`config.mk`:
```
export PLATFORM = sky130hd
export DESIGN_NAME = ssp_uart_rx
export DESIGN_NICKNAME = d
export VERILOG_FILES = /design/src/rtl/ssp_uart_pkg.sv /design/src/rtl/ssp_uart_fifo.sv /design/src/rtl/ssp_uart_rx.sv
export SDC_FILE = /design/constraint.sdc
export NUM_CORES = 1
export LEC_CHECK = 0
export CAP_MARGIN = 40
export CORE_MARGIN = 3
export CORE_UTILIZATION = 50
export DETAILED_ROUTE_END_ITERATION = 8
export MAX_ROUTING_LAYER = met4
export PLACE_DENSITY = 0.72
export SETUP_SLACK_MARGIN = 0.2
export SKIP_LAST_GASP = 1
export SLEW_MARGIN = 20
export SYNTH_ARGS = -nofsm -noshare
export SYNTH_HDL_FRONTEND = slang
export SYNTH_SLANG_ARGS = --single-unit
```
`constraint.sdc`:
```
create_clock -name Clk -period 3.4 [get_ports Clk]
set_input_delay 0.68 -clock Clk [delete_from_list [all_inputs] [get_ports Clk]]
set_output_delay 0.68 -clock Clk [all_outputs]
set_load 0.1 [all_outputs]
```
`src/rtl/ssp_uart_pkg.sv`:
```
// Shared SSP UART definitions: rx FSM states, parity modes, register map.
// Parity support in the receiver is built only when SSP_UART_RX_PARITY_EN is defined.
package ssp_uart_pkg;

    typedef enum logic [2:0] {
        RX_IDLE  = 3'd0,
        RX_START = 3'd1,
        RX_DATA  = 3'd2,
        RX_PAR   = 3'd3,
        RX_STOP  = 3'd4
    } rx_state_e;

    typedef enum logic [1:0] {
        PAR_NONE = 2'd0,
        PAR_ODD  = 2'd1,
        PAR_EVEN = 2'd2,
        PAR_RSVD = 2'd3
    } par_mode_e;

    localparam logic [2:0] UCR = 3'd0;
    localparam logic [2:0] USR = 3'd1;
    localparam logic [2:0] TDR = 3'd2;
    localparam logic [2:0] RDR = 3'd3;
    localparam logic [2:0] SPR = 3'd4;

endpackage

```
`src/rtl/ssp_uart_fifo.sv`:
```
// Show-ahead FIFO with occupancy count; shared by the rx and tx channels.
// Head output reads as zero while empty.
module ssp_uart_fifo
    import ssp_uart_pkg::*;
#(
    parameter int WIDTH = 10,
    parameter int DEPTH = 16
) (
    input  logic                     clk,
    input  logic                     rst_n,
    input  logic                     clr,
    input  logic                     push,
    input  logic                     pop,
    input  logic [WIDTH-1:0]         din,
    output logic [WIDTH-1:0]         dout,
    output logic                     empty,
    output logic                     full,
    output logic [$clog2(DEPTH):0]   count
);

    localparam int AW = $clog2(DEPTH);

    logic [WIDTH-1:0] mem [DEPTH];
    logic [AW-1:0]    wr_ptr;
    logic [AW-1:0]    rd_ptr;
    logic             do_push;
    logic             do_pop;

    assign empty   = (count == '0);
    assign full    = (count == (AW+1)'(DEPTH));
    assign do_pop  = pop & ~empty;
    assign do_push = push & (~full | do_pop);
    assign dout    = empty ? '0 : mem[rd_ptr];

    always_ff @(posedge clk or negedge rst_n) begin
        if (!rst_n) begin
            wr_ptr <= '0;
            rd_ptr <= '0;
            count  <= '0;
        end else if (clr) begin
            wr_ptr <= '0;
            rd_ptr <= '0;
            count  <= '0;
        end else begin
            if (do_push) wr_ptr <= wr_ptr + 1'b1;
            if (do_pop)  rd_ptr <= rd_ptr + 1'b1;
            count <= count + (AW+1)'(do_push) - (AW+1)'(do_pop);
        end
    end

    always_ff @(posedge clk) begin
        if (do_push && !clr) mem[wr_ptr] <= din;
    end

endmodule

```
`src/rtl/ssp_uart_rx.sv`:
```
// SSP UART receive channel: oversampled deframer feeding a tagged rx FIFO.
// Define SSP_UART_RX_PARITY_EN to build the parity bit state and PE tag.
module ssp_uart_rx
    import ssp_uart_pkg::*;
#(
    parameter int DATA_W     = 8,
    parameter int FIFO_DEPTH = 16,
    parameter int OVERSAMPLE = 16
) (
    input  logic                          Clk,
    input  logic                          xRst,
    input  logic                          Rx_En,
    input  logic [15:0]                   BaudDiv,
    input  logic [1:0]                    ParMode,
    input  logic                          RxD,
    input  logic                          Rd,
    input  logic                          ClrFifo,
    input  logic                          ClrErr,
    output logic [DATA_W-1:0]             RDat,
    output logic                          RPE,
    output logic                          RFE,
    output logic                          Empty,
    output logic                          Full,
    output logic [$clog2(FIFO_DEPTH):0]   Count,
    output logic                          OVR,
    output logic                          BRK
);

    localparam int PW = $clog2(OVERSAMPLE);
    localparam logic [PW-1:0] PH_S0  = PW'(OVERSAMPLE/2 - 1);
    localparam logic [PW-1:0] PH_S1  = PW'(OVERSAMPLE/2);
    localparam logic [PW-1:0] PH_S2  = PW'(OVERSAMPLE/2 + 1);
    localparam logic [PW-1:0] PH_END = PW'(OVERSAMPLE - 1);

    logic              sync1, sync2, rx_q, fall;
    logic [15:0]       baud_cnt;
    logic              tick, mid, vote;
    rx_state_e         state;
    logic [PW-1:0]     phase;
    logic [3:0]        bit_cnt;
    logic              s0, s1;
    logic [DATA_W-1:0] shreg;
    logic              pe, fe, par_bit, push;
    logic              brk_set, ovr_set;
    logic              par_on, odd;
    logic [DATA_W+1:0] head;

`ifdef SSP_UART_RX_PARITY_EN
    assign par_on = (ParMode == PAR_ODD) || (ParMode == PAR_EVEN);
    assign odd    = (ParMode == PAR_ODD);
`else
    logic unused_par;
    assign par_on     = 1'b0;
    assign odd        = 1'b0;
    assign unused_par = ^ParMode;
`endif

    always_ff @(posedge Clk or negedge xRst) begin
        if (!xRst) begin
            sync1 <= 1'b1;
            sync2 <= 1'b1;
            rx_q  <= 1'b1;
        end else begin
            sync1 <= RxD;
            sync2 <= sync1;
            rx_q  <= sync2;
        end
    end

    assign fall = rx_q & ~sync2;

    always_ff @(posedge Clk or negedge xRst) begin
        if (!xRst)     baud_cnt <= '0;
        else if (tick) baud_cnt <= BaudDiv;
        else           baud_cnt <= baud_cnt - 1'b1;
    end

    assign tick = (baud_cnt == '0);
    assign mid  = tick && (phase == PH_S2);
    assign vote = (s0 & s1) | (s0 & sync2) | (s1 & sync2);

    always_ff @(posedge Clk or negedge xRst) begin
        if (!xRst) begin
            state   <= RX_IDLE;
            phase   <= '0;
            bit_cnt <= '0;
            s0      <= 1'b1;
            s1      <= 1'b1;
            shreg   <= '0;
            pe      <= 1'b0;
            fe      <= 1'b0;
            par_bit <= 1'b0;
            push    <= 1'b0;
        end else begin
            push <= 1'b0;
            if (tick) begin
                phase <= (phase == PH_END) ? '0 : phase + 1'b1;
                if (phase == PH_S0) s0 <= sync2;
                if (phase == PH_S1) s1 <= sync2;
            end
            if (!Rx_En) begin
                state <= RX_IDLE;
            end else begin
                unique case (state)
                    RX_IDLE: if (fall) begin
                        state   <= RX_START;
                        phase   <= '0;
                        bit_cnt <= '0;
                        pe      <= 1'b0;
                        fe      <= 1'b0;
                        par_bit <= 1'b0;
                    end
                    RX_START: if (mid) begin
                        state <= vote ? RX_IDLE : RX_DATA;
                    end
                    RX_DATA: if (mid) begin
                        shreg   <= {vote, shreg[DATA_W-1:1]};
                        bit_cnt <= bit_cnt + 1'b1;
                        if (bit_cnt == 4'(DATA_W - 1))
                            state <= par_on ? RX_PAR : RX_STOP;
                    end
`ifdef SSP_UART_RX_PARITY_EN
                    RX_PAR: if (mid) begin
                        par_bit <= vote;
                        pe      <= (^{shreg, vote}) ^ odd;
                        state   <= RX_STOP;
                    end
`endif
                    RX_STOP: if (mid) begin
                        fe    <= ~vote;
                        push  <= 1'b1;
                        state <= RX_IDLE;
                    end
                    default: state <= RX_IDLE;
                endcase
            end
        end
    end

    // A break is a framing error on an all-zero word, parity bit included.
    assign brk_set = push & fe & (shreg == '0) & ~par_bit;
    assign ovr_set = push & Full & ~Rd & ~ClrFifo;

    always_ff @(posedge Clk or negedge xRst) begin
        if (!xRst) begin
            OVR <= 1'b0;
            BRK <= 1'b0;
        end else begin
            if (ovr_set)     OVR <= 1'b1;
            else if (ClrErr) OVR <= 1'b0;
            if (brk_set)     BRK <= 1'b1;
            else if (ClrErr) BRK <= 1'b0;
        end
    end

    ssp_uart_fifo #(
        .WIDTH (DATA_W + 2),
        .DEPTH (FIFO_DEPTH)
    ) u_fifo (
        .clk   (Clk),
        .rst_n (xRst),
        .clr   (ClrFifo),
        .push  (push),
        .pop   (Rd),
        .din   ({pe, fe, shreg}),
        .dout  (head),
        .empty (Empty),
        .full  (Full),
        .count (Count)
    );

    assign RDat = head[DATA_W-1:0];
    assign RFE  = head[DATA_W];
    assign RPE  = head[DATA_W+1];

endmodule

```
Word-level counts from Yosys, hierarchy flattened
Memory sizes are Yosys's and may differ from the RTL's.
Cells that the tools add are included.
Word-level totals
  bits in registers: 57
  bits in latches: 0
  RAM bits: 144
  bits in read-only memories: 0
  input bits: 25
  output and inout port bits: 19
  logic and storage cells: 115
  memories kept: 1
Operators by class
  $add $sub $neg: 7
  $mul: 0
  divide/modulo/power cells: 0
  order comparisons: 0
  equal/unequal tests: 17
  shift operators: 0
  multiplexer cells: 34
  bitwise operators: 20
  reductions and logical operators: 19
Memories
  u_fifo.mem: depth 16, width 9, rd ports 1, clocked after memory_dff 0, wr ports 1, line ssp_uart_fifo.sv:23  | logic [WIDTH-1:0] mem [DEPTH];
Operator list (number)
  4-bit 2-to-1 mux: 11
  3-bit 2-to-1 mux: 6
  4-bit by 1-bit adder with 4-bit output, second input constant: 4
  16-bit logical NOT: 1
  16-bit 2-to-1 mux: 1
  16-bit by 1-bit subtractor with 16-bit output, second input constant: 1
  3-bit inequality test, second input constant: 5
  4-bit == test, second input constant: 3
  3-bit case mux with 4 select lines: 1
  2-bit nonzero test: 6
  1-bit AND: 11
  1-bit 2-to-1 mux: 10
  10-bit 2-to-1 mux: 1
  4-bit by 3-bit == test with 1-bit output, second input constant: 2
  8-bit logical NOT: 1
  4-bit case mux with 2 select lines: 1
  4-bit AND reduction: 2
  2-bit inequality test, second input constant: 3
  1-bit inverter: 6
  5-bit by 1-bit adder with 5-bit output: 1
  5-bit == test, second input constant: 1
  5-bit logical NOT: 1
  5-bit 2-to-1 mux: 1
  5-bit AND reduction: 1
  12 further kinds: 16

Logic depth before layout (Yosys ltp)
  word-level depth: 8
  mapped depth: 14
  depth with buffers taken out: 14

Cells and area by module
Synthesis repeated with hierarchy kept, for this count alone.
Second synthesis, totals
  cells, all modules: 587
  area, all modules: 9412.8 um^2
By module, submodules not included
  ssp_uart_fifo: instances 1, cells an instance 359, area an instance 7044.3 um^2, seq. area each 5129.9 um^2
  ssp_uart_rx: instances 1, cells an instance 228, area an instance 2368.5 um^2, seq. area each 1107.3 um^2

Least setup slack after synthesis
OpenSTA, ideal clock, no wires.
  kind: register to register
  from: register u_fifo.count[3]
  to: register u_fifo.count[4]
  setup time: 0.078 ns
  arrival time: 6.529 ns
  data required time: 3.322 ns
  setup slack: -3.207 ns
  cell stages (with the launch flop): 15
  path buffers: 0
  clock period less this slack: 6.607 ns
  path through: dfrtp_1 inv_1 ha_1 nor4b_1 nor2_1 ha_1 inv_1 ha_1 inv_1 fa_1 inv_1 a21oi_1 nor2_1 or3_1 a21oi_1
Between the ends
  cells in the longest elaborated chain, start to end: 8
  elaborated cells on any way between the ends: 10
  classes of those cells: add/sub: 2; eq/ne: 1; mux: 1; bitwise: 5; reduce/logical: 1
Ends and longest elaborated chain
  start, declared: line ssp_uart_fifo.sv:18  | output logic [$clog2(DEPTH):0] count
  start signal, assigned: line ssp_uart_fifo.sv:47  | count <= count + (AW+1)'(do_push) - (AW+1)'(do_pop);
  5-bit logical NOT (*): line ssp_uart_fifo.sv:29  | assign empty = (count == '0);
  net Empty: line ssp_uart_rx.sv:22  | output logic Empty,
  1-bit inverter (*): line ssp_uart_fifo.sv:31  | assign do_pop = pop & ~empty;
  1-bit AND (*): line ssp_uart_fifo.sv:31
  1-bit bitwise OR: line ssp_uart_fifo.sv:32  | assign do_push = push & (~full | do_pop);
  1-bit AND: line ssp_uart_fifo.sv:32
  5-bit by 1-bit adder with 5-bit output: line ssp_uart_fifo.sv:47
  5-bit by 1-bit subtractor with 5-bit output (*): line ssp_uart_fifo.sv:47
  5-bit 2-to-1 mux (*): line ssp_uart_fifo.sv:40  | end else if (clr) begin
Mark *: on every way through the listed nets, which the timed path passes. The rest lies on a longest branch.
A chain may end at the register's enable or synchronous reset.

Final worst setup path
  from: register u_fifo.rd_ptr[0]
  to: output port RDat[5]
Between the ends
  cells in the longest elaborated chain, start to end: 2
Ends and longest elaborated chain
  start, declared: line ssp_uart_fifo.sv:25  | logic [AW-1:0] rd_ptr;
  start signal, assigned: line ssp_uart_fifo.sv:46  | if (do_pop) rd_ptr <= rd_ptr + 1'b1;
  memory 16 x 9 bit
  10-bit 2-to-1 mux: line ssp_uart_fifo.sv:33  | assign dout = empty ? '0 : mem[rd_ptr];
  end, declared: line ssp_uart_rx.sv:19  | output logic [DATA_W-1:0] RDat,
No other way between the ends.

==> results by group <==
STA
  – Post-route setup slack: 0.332 ns
  – Period Utilization, post-route: 0.902
  – Slew headroom: 0.494
  – Highest Clock Rate: 326 MHz
  – Worst-Margin Slew: 0.753 ns
  – RSZ-0062 raised after global routing: no
  – Crit path time final: 3.07 ns
  – Slew Viols, Final: 0
  – Final hold vios: 0
  – Final setup vio count: 0
  – Setup Skew: 0.0107 ns

Logic synthesis
  – Synthesized flop and latch total: 201
  – Yosys cell types: 52
  – Post-synthesis adder-cell area fraction: 0.0259
  – Synth Instances: 542
  – Area of the mapped netlist: 8490 µm²
  – Post-synth EDFFs: 144
  – Synth Flop Type: edfxtp_1
  – Post-Syn Nets: 584
  – Asr flop ratio synth: 0.284
  – Post-synthesis sequential area ratio: 0.678
  – Main combinational cell family by area after synthesis: multiplexers
  – Avg Inst Size Synth: 15.7 µm²
  – Synthesis warning total: 0
  – Synth Area in Compound Gates: 0.0346
  – Simple-Gate Fraction of Synth Area: 0.0855
  – Mux cell area share after synthesis: 0.132
  – Post-Synth XOR/XNOR Area: 0.0217

Placed design
  – GP Congestion: 0.820
  – Port Buffers: 40
  – Post-place setup slack: 0.455 ns
  – Placed instance area: 9530 µm²
  – Dpl hpwl: 11000 µm

Critical path
  – Worst setup EP type: output port
  – Worst Path Arrival: 2.39 ns
  – Crit start category: flop
  – Worst Reg-to-Reg Cells: 14
  – Crit. Startpoint: u_fifo.rd_ptr[0]
  – R2R setup slack: 0.54 ns
  – Worst Path Required: 2.72 ns
  – R2R Path Start: u_fifo.count[3]
  – Worst Path Max Fanout: 28
  – Reg2reg end: u_fifo.count[4]
  – WS Path Type: flop to output port
  – CP endpoint: RDat[5]

CTS
  – Total CTS buffers: 21
  – Clk buf depth: 3
  – Worst skew pair latency: 0.49 ns
  – Root Buffer: clkbuf_16
  – Clock-pin slew on the worst setup and hold paths: 0.06 ns
  – CTS tree: done
  – H-Tree Depth: 1
  – Cts hold-fix bufs: 0
  – Clock sinks: 201

Floorplanning
  – Die Y: 136 µm
  – Row count: 47
  – Die width: 136 µm
  – Initial Utilization: 0.512
  – Core ar.: 16600 µm²
  – Die ar.: 18600 µm²
  – Ports: 44

Final layout
  – Ant. Diodes: 0
  – Cell area after layout: 10200 µm²
  – Share of cells above drive strength 1: 0.265
  – Layout area overhead: 20.2%
  – Final Net Count: 654
  – Most frequent cells in the layout: edfxtp_1 (144), nor2_1 (55), dfrtp_1 (45), mux4_2 (36), buf_4 (34)
  – Commonest non-fill, non-tap cell in the layout: edfxtp_1

Routing
  – DRC: 0
  – Iteration-0 DRC Markers: 399
  – DRT Pass-1 Iters: 5
  – Via density: 5.63
  – Drt total wl: 16900 µm
  – Wire per inst: 20.0 µm
  – Final ANT Viol Nets: 0
  – Via count: 4760

Run
  – Max-Cap Viols: 0

Worst hold path
  – Worst Hold Class: input pin to async pin

GRT
  – Antenna violations before repair: 0
  – First-pass GRT wire length: 26900 µm
  – Vias in the first global route: 4971
  – Global-route usage over all layers: 0.196
  – Remaining Overflow, GRT: 0
  – Largest net degree at the start of global routing: 42

Outcome
  – Status: finished, final reports clean

Power and ir drop
  – Peak VDD IR: 457 µV
  – Pwr per Cell Area: 640 nW/µm²
  – Total power: 6.53 mW
  – Leak: 3.76 nW
==> kinds of logic after synthesis <==
| family | count (synthesis) |
|---|---|
| simple gates | 144 |
| compound gates | 49 |
| other cells | 1 |
| buf+inv | 43 |
| mux | 66 |
| flops | 201 |
| xor+xnor | 21 |
| fa+ha+maj | 17 |
==> stage by stage <==
stage	TNS [ns]	hold slack, ns	utilization	instances
6_report	0	0.106	0.616	846
5_1_grt	0	0.124	0.616	846
4_1_cts	0	0.107	0.615	845
3_5_place_dp	0	0.354	0.575	805
3_3_place_gp	0	0.347	0.575	805
2_1_floorplan	-0.293	0.345	-	542
==> routing by layer <==
layer / vias to the layer above / part of all wire / track usage
met5: - / 0 / -
met4: 0 / 0.021 / 0.0638
met3: 27 / 0.073 / 0.0300
met2: 156 / 0.50 / 0.311
met1: 2387 / 0.40 / 0.263
li1: 2190 / - / -
==> cells in the mapped netlist (2+ instances only) <==
| master | number | area, µm² |
|---|---|---|
| a21o_1 | 4 | 30.0 |
| a21oi_1 | 13 | 65.1 |
| buf_1 | 2 | 7.51 |
| buf_2 | 2 | 10.0 |
| buf_6 | 2 | 22.5 |
| clkbuf_1 | 14 | 52.6 |
| dfrtp_1 | 52 | 1300 |
| dfstp_2 | 5 | 131 |
| edfxtp_1 | 144 | 4320 |
| ha_1 | 16 | 200 |
| inv_1 | 22 | 82.6 |
| mux2_2 | 10 | 113 |
| mux2i_1 | 20 | 200 |
| mux4_2 | 36 | 811 |
| nand2_1 | 25 | 93.8 |
| nand2b_1 | 3 | 18.8 |
| nand3_1 | 11 | 55.1 |
| nand3b_1 | 3 | 22.5 |
| nand4_1 | 5 | 31.3 |
| nand4b_1 | 2 | 17.5 |
| nor2_1 | 56 | 210 |
| nor2b_1 | 3 | 18.8 |
| nor3_1 | 8 | 40.0 |
| nor3b_1 | 3 | 22.5 |
| nor4_1 | 2 | 12.5 |
| nor4b_1 | 2 | 17.5 |
| o2111ai_1 | 2 | 17.5 |
| o21ai_0 | 14 | 70.1 |
| o22ai_1 | 9 | 56.3 |
| or2_2 | 4 | 25.0 |
| or3_1 | 6 | 37.5 |
| or3_2 | 2 | 15.0 |
| or4_1 | 2 | 15.0 |
| xnor2_1 | 10 | 87.6 |
| xor2_1 | 11 | 96.3 |
==> layout make-up <==
class | count | area [µm²]
multi-input combinational | 298 | 2740
clock inverter | 13 | 88.8
inverter | 22 | 87.6
timing repair buffer | 68 | 703
fill | 1220 | 6380
sequential | 201 | 5770
clock buffer | 24 | 537
tap | 220 | 275
==> worst max-delay path, cell delays in order (launching register included) <==
cell and delay, ns:
dfrtp_4 0.47, buf_16 0.24, mux4_2 0.57, mux2i_1 0.30, o22ai_4 0.13, buf_12 0.18
==> where the power goes <==
| group | switching, mW | internal, mW | total, mW |
|---|---|---|---|
| clock | 0.889 | 1.21 | 2.10 |
| combinational | 0.951 | 0.617 | 1.57 |
| sequential | 0.153 | 2.71 | 2.87 |
==> how the worst min path moves through the flow <==
stage / endpoint / slack [ns] / depth (start not counted)
3_3_place_gp: sync2 / 0.35 / 0
3_5_place_dp: sync2 / 0.35 / 0
5_1_grt: baud_cnt[0] / 0.12 / 1
2_1_floorplan: sync2 / 0.35 / 0
6_report: baud_cnt[3] / 0.11 / 1
4_1_cts: baud_cnt[0] / 0.11 / 1
==> flip-flops by register name, indices dropped and copies added, names as in the netlist <==
register       count
BRK                1
OVR                1
baud_cnt          16
bit_cnt            4
fe                 1
phase              4
push               1
rx_q               1
s0                 1
s1                 1
shreg              8
state              3
sync1              1
sync2              1
u_fifo.count       5
u_fifo.mem       144
u_fifo.rd_ptr      4
u_fifo.wr_ptr      4
==> repair_timing <==
action,CTS,global route
gates resized for setup,6,1
pin swaps,0,0
buffers inserted,3,0
setup endpoints to repair,9,9
Power figures use the tool's default switching activity.
